===== config.mk =====
export PLATFORM = sky130hd
export DESIGN_NAME = io_uart
export DESIGN_NICKNAME = d
export VERILOG_FILES = /design/src/rtl/io_uart.sv
export SDC_FILE = /design/constraint.sdc
export NUM_CORES = 1
export LEC_CHECK = 0
export BUFFER_PORTS_ARGS = -buffer_cell sky130_fd_sc_hd__clkbuf_2
export CORE_MARGIN = 2
export CORE_UTILIZATION = 38
export CTS_CLUSTER_DIAMETER = 120
export DETAILED_ROUTE_END_ITERATION = 6
export PLACE_DENSITY = 0.68
export SYNTH_ARGS = -nofsm -noshare
export SYNTH_HDL_FRONTEND = slang
export SYNTH_SLANG_ARGS = --single-unit

===== constraint.sdc =====
create_clock -name clk -period 2.25 [get_ports clk]
set_input_delay 0.45 -clock clk [delete_from_list [all_inputs] [get_ports clk]]
set_output_delay 0.45 -clock clk [all_outputs]
set_load 0.01 [all_outputs]

===== src/rtl/io_uart.sv =====
// ---------------------------------------------------------------------------
// io_uart
//
// Memory-mapped UART peripheral on the processor IO bus. Stored bytes are
// queued in a 4-entry TX FIFO and serialised 8N1, LSB first, on tx. Bytes
// arriving on rx are deserialised into a one-byte receive buffer with a
// valid flag and an overrun flag. Loads are combinational so a single-cycle
// core can consume io_read_value in the cycle it presents the address. All
// side effects commit on the rising clock edge.
//
// Register map (selected when io_address[31:3] == BASE_ADDR[31:3]):
//   io_address[2] = 0  DATA    read : {24'b0, rx_data}, clears rx_valid
//                              write: push io_write_value[7:0] into TX FIFO
//   io_address[2] = 1  STATUS  read : {28'b0, rx_overrun, rx_valid,
//                                     tx_empty, tx_full}
//                              write: io_write_value[3] = 1 clears rx_overrun
//
// Ports:
//   clk             in   1   sole clock, rising edge
//   reset_n         in   1   synchronous active-low reset
//   io_address      in  32   byte address from the decoder
//   io_write_value  in  32   store data
//   io_write_en     in   1   store strobe
//   io_read_en      in   1   load strobe
//   io_data_size    in   3   access size, ignored (word access assumed)
//   io_read_value   out 32   combinational load data, 0 when not selected
//   tx              out  1   serial output, idles high
//   rx              in   1   asynchronous serial input
// ---------------------------------------------------------------------------
module io_uart #(
  parameter logic [31:0] BASE_ADDR    = 32'h0000_1000,
  parameter int          CLKS_PER_BIT = 16
) (
  input  logic        clk,
  input  logic        reset_n,
  input  logic [31:0] io_address,
  input  logic [31:0] io_write_value,
  input  logic        io_write_en,
  input  logic        io_read_en,
  input  logic [2:0]  io_data_size,
  output logic [31:0] io_read_value,
  output logic        tx,
  input  logic        rx
);

  localparam int CW = $clog2(CLKS_PER_BIT);
  localparam logic [CW-1:0] CNT_ONE   = CW'(1);
  localparam logic [CW-1:0] BIT_LAST  = CW'(CLKS_PER_BIT - 1);
  localparam logic [CW-1:0] HALF_LAST = CW'(CLKS_PER_BIT / 2 - 1);

  typedef enum logic [1:0] {
    S_IDLE,
    S_START,
    S_DATA,
    S_STOP
  } UartState;

  // Bus decode
  logic w_sel;
  logic w_dataWr;
  logic w_dataRd;
  logic w_statWr;

  assign w_sel    = (io_address[31:3] == BASE_ADDR[31:3]);
  assign w_dataWr = w_sel && io_write_en && !io_address[2];
  assign w_dataRd = w_sel && io_read_en  && !io_address[2];
  assign w_statWr = w_sel && io_write_en &&  io_address[2];

  // Only the low byte (DATA) and bit 3 (STATUS) of the store data matter,
  // and the access size is irrelevant for this block.
  logic w_unused;
  assign w_unused = ^{io_data_size, io_write_value[31:8], io_address[1:0]};

  // TX FIFO storage and bookkeeping
  logic [7:0] r_txFifo [4];
  logic [1:0] r_txWrPtr;
  logic [1:0] r_txRdPtr;
  logic [2:0] r_txCount;
  logic       w_txFull;
  logic       w_push;
  logic       w_pop;

  // Fullness is judged on the count before any same-cycle pop, so a write
  // into a full FIFO is dropped even while the transmitter is draining it.
  assign w_txFull = (r_txCount == 3'd4);
  assign w_push   = w_dataWr && !w_txFull;

  // FIFO pointers wrap naturally at 2 bits; a push and pop together leave
  // the count unchanged.
  always_ff @(posedge clk) begin
    if (!reset_n) begin
      r_txWrPtr <= 2'd0;
      r_txRdPtr <= 2'd0;
      r_txCount <= 3'd0;
    end else begin
      if (w_push) begin
        r_txFifo[r_txWrPtr] <= io_write_value[7:0];
        r_txWrPtr           <= r_txWrPtr + 2'd1;
      end
      if (w_pop) begin
        r_txRdPtr <= r_txRdPtr + 2'd1;
      end
      case ({w_push, w_pop})
        2'b10:   r_txCount <= r_txCount + 3'd1;
        2'b01:   r_txCount <= r_txCount - 3'd1;
        default: r_txCount <= r_txCount;
      endcase
    end
  end

  // TX serialiser
  UartState      r_txState;
  UartState      w_txStateNext;
  logic [CW-1:0] r_txCnt;
  logic [CW-1:0] w_txCntNext;
  logic [2:0]    r_txBit;
  logic [2:0]    w_txBitNext;
  logic [7:0]    r_txShift;
  logic [7:0]    w_txShiftNext;
  logic          w_tx;
  logic          w_txEmpty;

  always_ff @(posedge clk) begin
    if (!reset_n) begin
      r_txState <= S_IDLE;
      r_txCnt   <= '0;
      r_txBit   <= 3'd0;
      r_txShift <= 8'd0;
    end else begin
      r_txState <= w_txStateNext;
      r_txCnt   <= w_txCntNext;
      r_txBit   <= w_txBitNext;
      r_txShift <= w_txShiftNext;
    end
  end

  // Leaving STOP always passes through IDLE for one cycle, which gives the
  // single idle-high cycle between back-to-back frames.
  always_comb begin
    w_txStateNext = r_txState;
    w_txCntNext   = r_txCnt;
    w_txBitNext   = r_txBit;
    w_txShiftNext = r_txShift;
    w_pop         = 1'b0;
    w_tx          = 1'b1;
    case (r_txState)
      S_IDLE: begin
        if (r_txCount != 3'd0) begin
          w_pop         = 1'b1;
          w_txShiftNext = r_txFifo[r_txRdPtr];
          w_txCntNext   = '0;
          w_txStateNext = S_START;
        end
      end
      S_START: begin
        w_tx = 1'b0;
        if (r_txCnt == BIT_LAST) begin
          w_txCntNext   = '0;
          w_txBitNext   = 3'd0;
          w_txStateNext = S_DATA;
        end else begin
          w_txCntNext = r_txCnt + CNT_ONE;
        end
      end
      S_DATA: begin
        w_tx = r_txShift[0];
        if (r_txCnt == BIT_LAST) begin
          w_txCntNext   = '0;
          w_txShiftNext = {1'b0, r_txShift[7:1]};
          if (r_txBit == 3'd7) begin
            w_txStateNext = S_STOP;
          end else begin
            w_txBitNext = r_txBit + 3'd1;
          end
        end else begin
          w_txCntNext = r_txCnt + CNT_ONE;
        end
      end
      S_STOP: begin
        if (r_txCnt == BIT_LAST) begin
          w_txCntNext   = '0;
          w_txStateNext = S_IDLE;
        end else begin
          w_txCntNext = r_txCnt + CNT_ONE;
        end
      end
      default: begin
        w_txStateNext = S_IDLE;
      end
    endcase
  end

  assign tx        = w_tx;
  assign w_txEmpty = (r_txCount == 3'd0) && (r_txState == S_IDLE);

  // RX input synchroniser; resets to the idle-high line level so no false
  // start bit is seen coming out of reset.
  logic r_rxMeta;
  logic r_rxSync;

  always_ff @(posedge clk) begin
    if (!reset_n) begin
      r_rxMeta <= 1'b1;
      r_rxSync <= 1'b1;
    end else begin
      r_rxMeta <= rx;
      r_rxSync <= r_rxMeta;
    end
  end

  // RX deserialiser
  UartState      r_rxState;
  UartState      w_rxStateNext;
  logic [CW-1:0] r_rxCnt;
  logic [CW-1:0] w_rxCntNext;
  logic [2:0]    r_rxBit;
  logic [2:0]    w_rxBitNext;
  logic [7:0]    r_rxShift;
  logic [7:0]    w_rxShiftNext;
  logic          w_rxDone;

  always_ff @(posedge clk) begin
    if (!reset_n) begin
      r_rxState <= S_IDLE;
      r_rxCnt   <= '0;
      r_rxBit   <= 3'd0;
      r_rxShift <= 8'd0;
    end else begin
      r_rxState <= w_rxStateNext;
      r_rxCnt   <= w_rxCntNext;
      r_rxBit   <= w_rxBitNext;
      r_rxShift <= w_rxShiftNext;
    end
  end

  // START waits half a bit so that every later sample lands mid-bit.
  // w_rxDone pulses only for a frame whose stop bit samples high.
  always_comb begin
    w_rxStateNext = r_rxState;
    w_rxCntNext   = r_rxCnt;
    w_rxBitNext   = r_rxBit;
    w_rxShiftNext = r_rxShift;
    w_rxDone      = 1'b0;
    case (r_rxState)
      S_IDLE: begin
        if (!r_rxSync) begin
          w_rxCntNext   = '0;
          w_rxStateNext = S_START;
        end
      end
      S_START: begin
        if (r_rxCnt == HALF_LAST) begin
          w_rxCntNext   = '0;
          w_rxBitNext   = 3'd0;
          w_rxStateNext = r_rxSync ? S_IDLE : S_DATA;
        end else begin
          w_rxCntNext = r_rxCnt + CNT_ONE;
        end
      end
      S_DATA: begin
        if (r_rxCnt == BIT_LAST) begin
          w_rxCntNext   = '0;
          w_rxShiftNext = {r_rxSync, r_rxShift[7:1]};
          if (r_rxBit == 3'd7) begin
            w_rxStateNext = S_STOP;
          end else begin
            w_rxBitNext = r_rxBit + 3'd1;
          end
        end else begin
          w_rxCntNext = r_rxCnt + CNT_ONE;
        end
      end
      S_STOP: begin
        if (r_rxCnt == BIT_LAST) begin
          w_rxCntNext   = '0;
          w_rxDone      = r_rxSync;
          w_rxStateNext = S_IDLE;
        end else begin
          w_rxCntNext = r_rxCnt + CNT_ONE;
        end
      end
      default: begin
        w_rxStateNext = S_IDLE;
      end
    endcase
  end

  // Receive buffer. A DATA read in the same cycle as a new byte frees the
  // buffer, so the new byte loads without an overrun. Overrun set takes
  // priority over a same-cycle STATUS clear.
  logic [7:0] r_rxData;
  logic       r_rxValid;
  logic       r_rxOverrun;
  logic       w_rxHeld;

  assign w_rxHeld = r_rxValid && !w_dataRd;

  always_ff @(posedge clk) begin
    if (!reset_n) begin
      r_rxData    <= 8'd0;
      r_rxValid   <= 1'b0;
      r_rxOverrun <= 1'b0;
    end else begin
      if (w_rxDone && !w_rxHeld) begin
        r_rxData  <= r_rxShift;
        r_rxValid <= 1'b1;
      end else if (w_dataRd) begin
        r_rxValid <= 1'b0;
      end
      if (w_rxDone && w_rxHeld) begin
        r_rxOverrun <= 1'b1;
      end else if (w_statWr && io_write_value[3]) begin
        r_rxOverrun <= 1'b0;
      end
    end
  end

  // Combinational load data
  always_comb begin
    io_read_value = 32'd0;
    if (w_sel) begin
      if (io_address[2]) begin
        io_read_value = {28'd0, r_rxOverrun, r_rxValid, w_txEmpty, w_txFull};
      end else begin
        io_read_value = {24'd0, r_rxData};
      end
    end
  end

endmodule


==> results of run 1 <==
-- routing by layer --
metal  part of all wire  up-vias  wire, um  GRT usage
met2               0.49       93      4217     0.2371
met1               0.45     1516      3833     0.1624
met5                  0        -         0          0
met3              0.046       10       391    0.02625
li1                   -     1591         -          -
met4              0.012        0       104    0.05041
-- stage by stage --
| step | util | hold WS (ns) | worst slack, ns |
|---|---|---|---|
| 6_report | 0.4580 | 0.3008 | 0.07963 |
| 5_1_grt | 0.4580 | 0.3114 | -0.03389 |
| 4_1_cts | 0.4512 | 0.2890 | 0.001220 |
| 3_5_place_dp | 0.4247 | 0.4035 | -0.05702 |
| 3_3_place_gp | 0.4247 | 0.3877 | 0.001405 |
| 2_1_floorplan | - | 0.3863 | 0.01001 |
-- power groups by stage --
stage / clock network [mW] / registers [mW] / logic [mW]
finish: 1.49 / 1.64 / 0.130
CTS: 1.52 / 1.63 / 0.119
global placement: 0 / 1.67 / 0.116
floorplan: 0 / 1.67 / 0.0915
global route: 1.58 / 1.63 / 0.142
detailed placement: 0 / 1.67 / 0.119
-- cell usage after synthesis (4+ instances only) --
| cell type | n |
|---|---|
| o221ai_1 | 8 |
| nor2_1 | 32 |
| edfxtp_1 | 32 |
| nand3b_1 | 4 |
| dfxtp_1 | 55 |
| a21oi_1 | 23 |
| o21ai_0 | 12 |
| ha_1 | 16 |
| nand3_1 | 6 |
| nor2b_1 | 10 |
| mux4_2 | 8 |
| nor4_2 | 5 |
| nor3b_1 | 10 |
| inv_1 | 16 |
| mux2i_1 | 33 |
| a31oi_1 | 4 |
| nor3_1 | 6 |
| nand2_1 | 22 |
| buf_4 | 28 |
| o2111ai_1 | 8 |
| clkbuf_1 | 10 |
| buf_2 | 5 |
| nand2b_1 | 4 |
-- worst max-delay path by stage --
| stage | to | start | slack, ns |
|---|---|---|---|
| after detailed placement | r_txCount[2] | io_address[6] | -0.06 |
| final | io_read_value[0] | io_address[19] | 0.08 |
| after CTS | io_read_value[6] | io_address[6] | 0.001 |
| after floorplan | r_txFifo[0][0] | io_address[27] | 0.01 |
| after global placement | r_txCount[2] | io_address[6] | 0.001 |
| after global routing | r_txCount[2] | r_txCount[2] | -0.03 |
-- cells by family (layout without fill, tap and decap cells) --
kind of cell / Yosys count / count (layout) / share of synthesized area
flip-flops: 87 / 87 / 0.4587
AO/OA/AOI/OAI: 72 / 72 / 0.1074
multiplexers: 41 / 41 / 0.1136
other: 1 / 24 / 0.0008342
AND/OR/NAND/NOR: 126 / 126 / 0.1762
XOR/XNOR: 5 / 5 / 0.009743
buffers and inverters: 65 / 105 / 0.08461
adder cells (fa/ha/maj): 17 / 17 / 0.04898
-- placed cells by master, fill, tap and decap left out, types with 4 or more instances in the layout --
cell type / instances
a21oi_1: 23
a31oi_1: 4
buf_4: 21
clkbuf_16: 9
clkbuf_2: 50
conb_1: 24
dfxtp_1: 53
edfxtp_1: 32
ha_1: 14
inv_1: 14
mux2i_1: 33
mux4_2: 8
nand2_1: 22
nand2b_1: 4
nand3_1: 6
nand3b_1: 4
nor2_1: 32
nor2b_1: 10
nor3_1: 6
nor3b_1: 5
nor3b_2: 5
nor4_4: 4
o2111ai_1: 8
o21ai_0: 12
o221ai_1: 8
-- registers in the layout, summed over array words and instances (netlist names), 2 cells and up, named ones only --
signal     flops
r_txFifo      32
r_txWrPtr      2
r_txRdPtr      2
r_txShift      8
r_txBit        3
r_txCount      3
r_rxCnt        4
r_rxBit        3
r_rxShift      8
r_rxData       8
r_txState      2
r_txCnt        4
-- worst max-delay path: stages --
cell and delay, ns:
clkbuf_2 0.08, nor4_2 0.31, and4_4 0.29, buf_4 0.15, nand2_4 0.11, nor2_1 0.17, clkbuf_2 0.16
-- cell type report --
| class | instances | area (um^2) |
|---|---|---|
| clock inverter | 7 | 78.83 |
| sequential | 87 | 2064 |
| multi-input combinational | 285 | 2228 |
| inverter | 17 | 63.81 |
| timing repair buffer | 72 | 412.9 |
| clock buffer | 9 | 225.2 |
| fill | 1027 | 6215 |
| tap | 143 | 178.9 |
-- what timing repair did --
item | 4_1_cts | 5_1_grt
buffers inserted | 0 | 0
endpoints found under the setup margin | 0 | 6
hold buffers | 0 | 0
gates resized for setup | 0 | 20
==> flow_summary.toml, run 1 <==
[pwr]
clkPwrFrac = 0.457
p_per_area_nw_per_um2 = 618.9
combPwrFrac = 0.040
seq_power_share = 0.503
peakVddDrop_mv = 0.5823
p_leak_nw = 1.924
p_switching_uw = 700.6
power.internal_mw = 2.550
p_sw_frac = 0.2155
total_power_mw = 3.251

[cts]
cts_tree = "done"
cts_sinks = 87
clk_pin_slew_ns = 0.06
clk_path_buf_depth = 2
clock_latency_ns = 0.34
numCtsBuffers = 9
htreeDepth = 3
ctsRootBufferMaster = "clkbuf_16"

[sta]
fin_tns_setup_ns = 0
hold_violations = 0
drv_slew = 0
min_period_ns = 2.170
relSlewSlack = 0.5802
timing.fmax_mhz = 460.8
clock_skew_ns = 0.006245
worst_pin_slew_ns = 0.6297
setup_viol = 0
fin_crit_sh = 0.9646

[synth]
synth_area_per_cell_um2 = 10.86
synth_area_leaders = "dfxtp_1 (24%), edfxtp_1 (21%), mux2i_1 (7.3%)"
ys_async_sr_fraction = 0
synthCells = 414
yosys_register_bits = 87
ys_seq_area_frac = 0.4587
yosysTopAreaCell = "dfxtp_1"
yosys.area.top_type_share = 0.2449
synth_edf_count = 32
syn-cell-area_um2 = 4496
yosys_warnings = 0
yosysUniqueCellTypes = 65
ys.flop_type = "dfxtp_1"

[routing]
wl_per_cell_um = 13.79
detail_route.iter0.violations = 107
vias = 3210
routed_wl_um = 8548
post-route-drc-count = 0
ant_nets = 0
firstDrtPassIters = 5
viasPerCell = 5.177

[placed_design]
place_congestion = 0.7677
dp_cells = 604
post_dp_cell_area_um2 = 4870
port_buffers = 51
hpwlAfterDp_um = 5884

[min_path]
hold_path_end = "r_rxMeta"
hold_path_startpoint = "rx"
worstHoldPathCells = 2
hp-class = "input pin to flip-flop"

[layout]
nNetsFinal = 561
final_area_um2 = 5253
n_antenna_cell = 0
fin_cells = 620
synthToLayoutAreaGrowth_pct = 16.84
drive_gt1_frac = 0.2642

[critical_path]
worstReg2RegStart = "r_txCount[0]"
crit_type = "input pin to primary output"
r2r-end = "r_txCount[2]"
r2r_slack_ns = 0.12
required_ns = 1.80
cp.arrival_ns = 1.72
r2r_cells = 9
cp_max_fo = 9
setup.worst_path.start_class = "input pin"
endpoint_kind = "primary output"

[floorplan]
io-pin-count = 105
die-area_um2 = 12720
die_w_um = 112.8
fp-row-count = 39
die_h_um = 112.8
start_util = 0.3920
coreArea_um2 = 11470

[grt]
grt_max_degree = 30
grt_first_pass_wirelength_um = 14040
antenna_found_initial = 0
gr-total-overflow = 0
grt.total_usage = 0.1343
grt_pass1_vias = 3094

[outcome]
status = "complete, no violations"

[job]
drv_cap = 0
Note: power is estimated with default switching activity, not from simulation.
==> run 2, diff against run 1 <==
ABC_AREA = 1   (was not set)
==> run 2 against run 1 <==
Against the previous run: final cell count grew 19%; sequential cell count stayed put; synthesized cell count grew 27%; area after synthesis shrank 5.3%; final area shrank 6.7%; via count up 8.2%; maximum frequency rose by 0.44%; combinational power grew to 6.3 times the previous value; total power increased by 15%; die area decreased by 5.1%; register-to-register slack better by 0.06 ns; first-iteration DRC count is 3.7% lower; critical endpoint unchanged; largest cell class is now flip-flops and latches.
==> flow_summary.toml, run 2 <==
[layout]
seq_area_um2 = 2062
postLayoutCoreUtil = 0.4501
multi_input_area_um2 = 1808
final_cell_mix = "nand2_1 (75), nor2_1 (73), inv_1 (64)"
max_flop_register = "r_txFifo"
drive_gt1_frac = 0.1695
fin_cells = 736
final_area_um2 = 4901
largest_reg_flops = 32
synthToLayoutAreaGrowth_pct = 15.07
nNetsFinal = 680
fillers = 1065
final_common_cell = "nand2_1"
n_antenna_cell = 0

[critical_path]
cp.buffers_inverters = 3
r2r_cells = 12
required_ns = 1.80
path_delay_family = "simple AND/OR/NAND/NOR gates"
endpoint_kind = "primary output"
cp_max_fo = 5
path_cells = "clkbuf_2 > or2_2 > nor3_1 > nand2_1 > nor2_4 > inv_2 > nor3_1 > clkbuf_2"
cpPeakStageDelay_ns = 0.29
setup.worst_path.start_class = "input pin"
cp.arrival_ns = 1.71
crit_type = "input pin to primary output"
cpMaxStageDelayCell = "or2_2"
path_depth = 8

[pwr]
p_per_area_nw_per_um2 = 761.9
peakVddDrop_mv = 0.4923
p_leak_nw = 2.118
total_power_mw = 3.734

[cts]
cts_sinks = 87
clk_pin_slew_ns = 0.09
ctsRootBufferMaster = "clkbuf_8"
cts_tree = "done"
ctsHoldBuffers = 0
clk_path_buf_depth = 2
htreeDepth = 3
post-cts-setup-buffers = 0
clock_latency_ns = 0.36
numCtsBuffers = 9

[sta]
fin_tns_setup_ns = 0
min_period_ns = 2.161
worst_pin_slew_ns = 0.5734
relSlewSlack = 0.6173
drv_slew = 0
hold_violations = 0
setup_viol = 0
finalWorstSetupSlack_ns = 0.08906
clock_skew_ns = 0.008701
rsz0062_at_grt = "yes"
timing.fmax_mhz = 462.8
holdWs_ns = 0.2879
fin_crit_sh = 0.9604

[grt]
grt_pass1_vias = 3369
grt_first_pass_wirelength_um = 14780
antenna_found_initial = 0
gr-total-overflow = 0
grt.total_usage = 0.1539
grt_max_degree = 31

[synth]
yosys_register_bits = 87
ys_seq_area_frac = 0.4841
yosys.area.top_type_share = 0.2585
ys_async_sr_fraction = 0
syn-cell-area_um2 = 4259
synth_edf_count = 32
yosys_warnings = 0
synth_area_per_cell_um2 = 8.113
ys.flop_type = "dfxtp_1"
synth_area_leaders = "dfxtp_1 (26%), edfxtp_1 (23%), a21oi_1 (6.9%)"
synthCells = 525
synth.most_common_cell = "nand2_1"
synthTopCellsByCount = "nand2_1 (75), nor2_1 (74), inv_1 (65)"
yosysUniqueCellTypes = 35
yosysTopAreaCell = "dfxtp_1"

[placed_design]
place_ws_ns = -0.1443
port_buffers = 51
hpwlAfterDp_um = 6303
place_congestion = 0.7933
post_dp_cell_area_um2 = 4671
dp_cells = 720

[floorplan]
fp-row-count = 38
die_h_um = 109.9
die_w_um = 109.9
io-pin-count = 105
coreArea_um2 = 10890
die-area_um2 = 12070
start_util = 0.3912

[outcome]
status = "complete, no violations"

[routing]
wl_per_cell_um = 11.69
routed_wl_um = 8607
firstDrtPassIters = 5
vias = 3473
post-route-drc-count = 0
viasPerCell = 4.719
detail_route.iter0.violations = 103
ant_nets = 0

[min_path]
hp-class = "input pin to flip-flop"
worstHoldPathCells = 2

[job]
drv_cap = 0
run 2: cell count changes after synthesis, moves of 33 or more:
cell and change:
inv_1 +49, nor2_1 +42, nand2_1 +53, mux2i_1 -33
o21ai_0 +37, a21oi_1 +36
run 2: logic make-up after synthesis:
logic type               synth area share
AO/OA/AOI/OAI                      0.1566
flip-flops                         0.4841
adder cells (fa/ha/maj)           0.05170
buffers and inverters              0.1163
AND/OR/NAND/NOR                    0.1883
other                           0.0008805
XOR/XNOR                         0.002057
run 2: where the power goes:
group	total, mW	internal [mW]	switching (mW)
clock network	1.14	0.538	0.603
registers	1.78	1.72	0.0551
logic	0.815	0.303	0.512
total	3.73	2.56	1.17
run 2: worst paths after layout:
kind                                      from               end  slack [ns]
worst min register to register        r_rxMeta          r_rxSync        0.43
worst max-delay path            io_address[16]  io_read_value[0]        0.09
worst max register to register    r_txCount[1]      r_txCount[2]        0.18
worst min-delay path                        rx          r_rxMeta        0.29
run 2: layout make-up:
cell class	count	share of cell area
sequential	87	0.4207
clock buffer	9	0.02527
timing repair buffer	69	0.07965
multi-input combinational	356	0.3689
tap	140	0.03574
clock inverter	7	0.01762
inverter	68	0.05208
run 2: timing repair:
| action | in CTS | in global routing |
|---|---|---|
| gates resized for setup | 2 | 4 |
| pin swaps | 0 | 0 |
| endpoints found under the setup margin | 6 | 9 |
run 2: routing by layer:
metal | GRT usage | wire, um | share of wire | vias to the layer above
met4 | 0.04882 | 95 | 0.011 | 0
met3 | 0.03794 | 406 | 0.047 | 11
li1 | - | - | - | 1809
met2 | 0.2761 | 4362 | 0.51 | 68
met5 | 0 | 0 | 0 | -
met1 | 0.1790 | 3743 | 0.43 | 1585
==> run 3, diff against run 2 <==
==> constraint.sdc (replaced) <==
create_clock -name clk -period 2.25 [get_ports clk]
set_input_delay 0.1125 -clock clk [delete_from_list [all_inputs] [get_ports clk]]
set_output_delay 0.1125 -clock clk [all_outputs]
set_load 0.01 [all_outputs]
==> run 3 against run 2 <==
Against the previous run: sequential cell count unchanged; global-route usage down 0.18 points; wire length down 1.4%; core utilization up 0.15 points; sequential power about the same; final area up 0.33%; critical path type is now flip-flop to flip-flop.
==> flow_summary.toml, run 3 (synthesized netlist as in run 2, its figures left out) <==
[layout]
nNetsFinal = 683
max_flop_register = "r_txFifo"
fillers = 1102
n_antenna_cell = 0
synthToLayoutAreaGrowth_pct = 15.45
largest_reg_flops = 32
final_cell_mix = "nand2_1 (75), nor2_1 (74), inv_1 (65)"
final_area_um2 = 4917
final_common_cell = "nand2_1"
drive_gt1_frac = 0.1553

[grt]
grt_most_used_layer = "met2"
gr-total-overflow = 0
grt.met2_usage = 0.2717
antenna_found_initial = 0
met3_usage = 0.04031
grtUsageMet1 = 0.1699
grt_pass1_vias = 3334
grt.total_usage = 0.1521
grt_max_degree = 29
grt_first_pass_wirelength_um = 14470

[floorplan]
fp-row-count = 38
io-pin-count = 105
die-area_um2 = 12070
coreArea_um2 = 10890
die_w_um = 109.9
start_util = 0.3912
die_h_um = 109.9

[sta]
rsz0062_at_grt = "no"
hold_violations = 0
fin_crit_sh = 0.8961
setup_viol = 0
min_period_ns = 2.016
relSlewSlack = 0.6206
worst_pin_slew_ns = 0.5685
timing.fmax_mhz = 496.0
fin_tns_setup_ns = 0
drv_slew = 0
finalWorstSetupSlack_ns = 0.2337
clock_skew_ns = 0.009281

[placed_design]
hpwlAfterDp_um = 6222
post_dp_cell_area_um2 = 4633
port_buffers = 51
place_congestion = 0.7975
place_ws_ns = 0.2135

[min_path]
worstHoldPathCells = 1
hp-class = "input pin to flip-flop"

[pwr]
seq_power_share = 0.485
p_sw_frac = 0.3088
power.internal_mw = 2.538
p_switching_mw = 1.134
peakVddDrop_mv = 0.3663
clkPwrFrac = 0.301
p_per_area_nw_per_um2 = 746.7
p_leak_nw = 2.122
combPwrFrac = 0.214

[critical_path]
required_ns = 2.49
cp_max_fo = 5
crit_type = "flip-flop to flip-flop"
r2r_cells = 11
cp.arrival_ns = 2.25
endpoint_kind = "flip-flop"
setup.worst_path.start_class = "flip-flop"

[cts]
cts_sinks = 87
cts_tree = "done"
clock_latency_ns = 0.35
clk_path_buf_depth = 2
numCtsBuffers = 9
htreeDepth = 3
ctsRootBufferMaster = "clkbuf_8"
post-cts-setup-buffers = 0
clk_pin_slew_ns = 0.09

[routing]
detail_route.iter0.violations = 90
viasPerCell = 4.739
post-route-drc-count = 0
vias = 3502
ant_nets = 0
firstDrtPassIters = 6
routed_wl_um = 8489
wl_per_cell_um = 11.49

[outcome]
status = "complete, no violations"

[job]
drv_cap = 0
## run 3: power groups by stage
stage	clock network, mW	registers (mW)	logic, mW
after floorplan	0	1.80	0.578
after detailed placement	0	1.81	0.775
after global placement	0	1.81	0.758
after CTS	1.13	1.78	0.788
after global routing	1.21	1.80	0.916
final	1.10	1.78	0.786
## run 3: layout make-up
type	count	area, um^2	share of cell area
Clock buffer	9	123.9	0.02519
Clock inverter	7	80.08	0.01628
Inverter	68	255.2	0.05191
Multi-Input combinational cell	356	1788	0.3636
Sequential cell	87	2062	0.4193
Tap cell	140	175.2	0.03562
Timing Repair Buffer	72	432.9	0.08804
## run 3: path summary, 6_finish.rpt
path | endpoint | slack (ns) | startpoint
hold / removal | r_txFifo[0][3] | 0.05 | io_write_value[3]
hold reg to reg | r_rxSync | 0.43 | r_rxMeta
setup reg to reg | r_txCount[2] | 0.23 | r_txState[1]
setup / recovery | r_txCount[2] | 0.23 | r_txState[1]
## run 3: stage by stage
stage	power [mW]	util	std cells	hold slack, ns
floorplan	2.379	-	548	0.2114
global placement	2.567	0.4255	715	0.3238
detailed placement	2.589	0.4255	715	0.3229
CTS	3.703	0.4516	739	0.03171
global route	3.921	0.4516	739	0.03957
finish	3.672	0.4516	739	0.04664
## run 3: routing by layer
layer | wire length [um] | part of all wire
met3 | 364 | 0.043
met4 | 148 | 0.017
met1 | 3799 | 0.45
met5 | 0 | 0
met2 | 4177 | 0.49
## run 3: critical path: stages, from the launching register on
cell and delay, ns:
dfxtp_1 0.33, inv_1 0.11, ha_1 0.22, nand2_1 0.07
inv_1 0.11, ha_1 0.16, inv_1 0.07, fa_1 0.37
a21oi_1 0.14, o21ai_0 0.12, o21ai_1 0.14, a21oi_1 0.05
## run 3: repair_timing
action / 4_1_cts / 5_1_grt
hold endpoints to repair: 29 / 0
setup endpoints to repair: 0 / 1
resized for setup: 0 / 1
hold buffers: 8 / 0
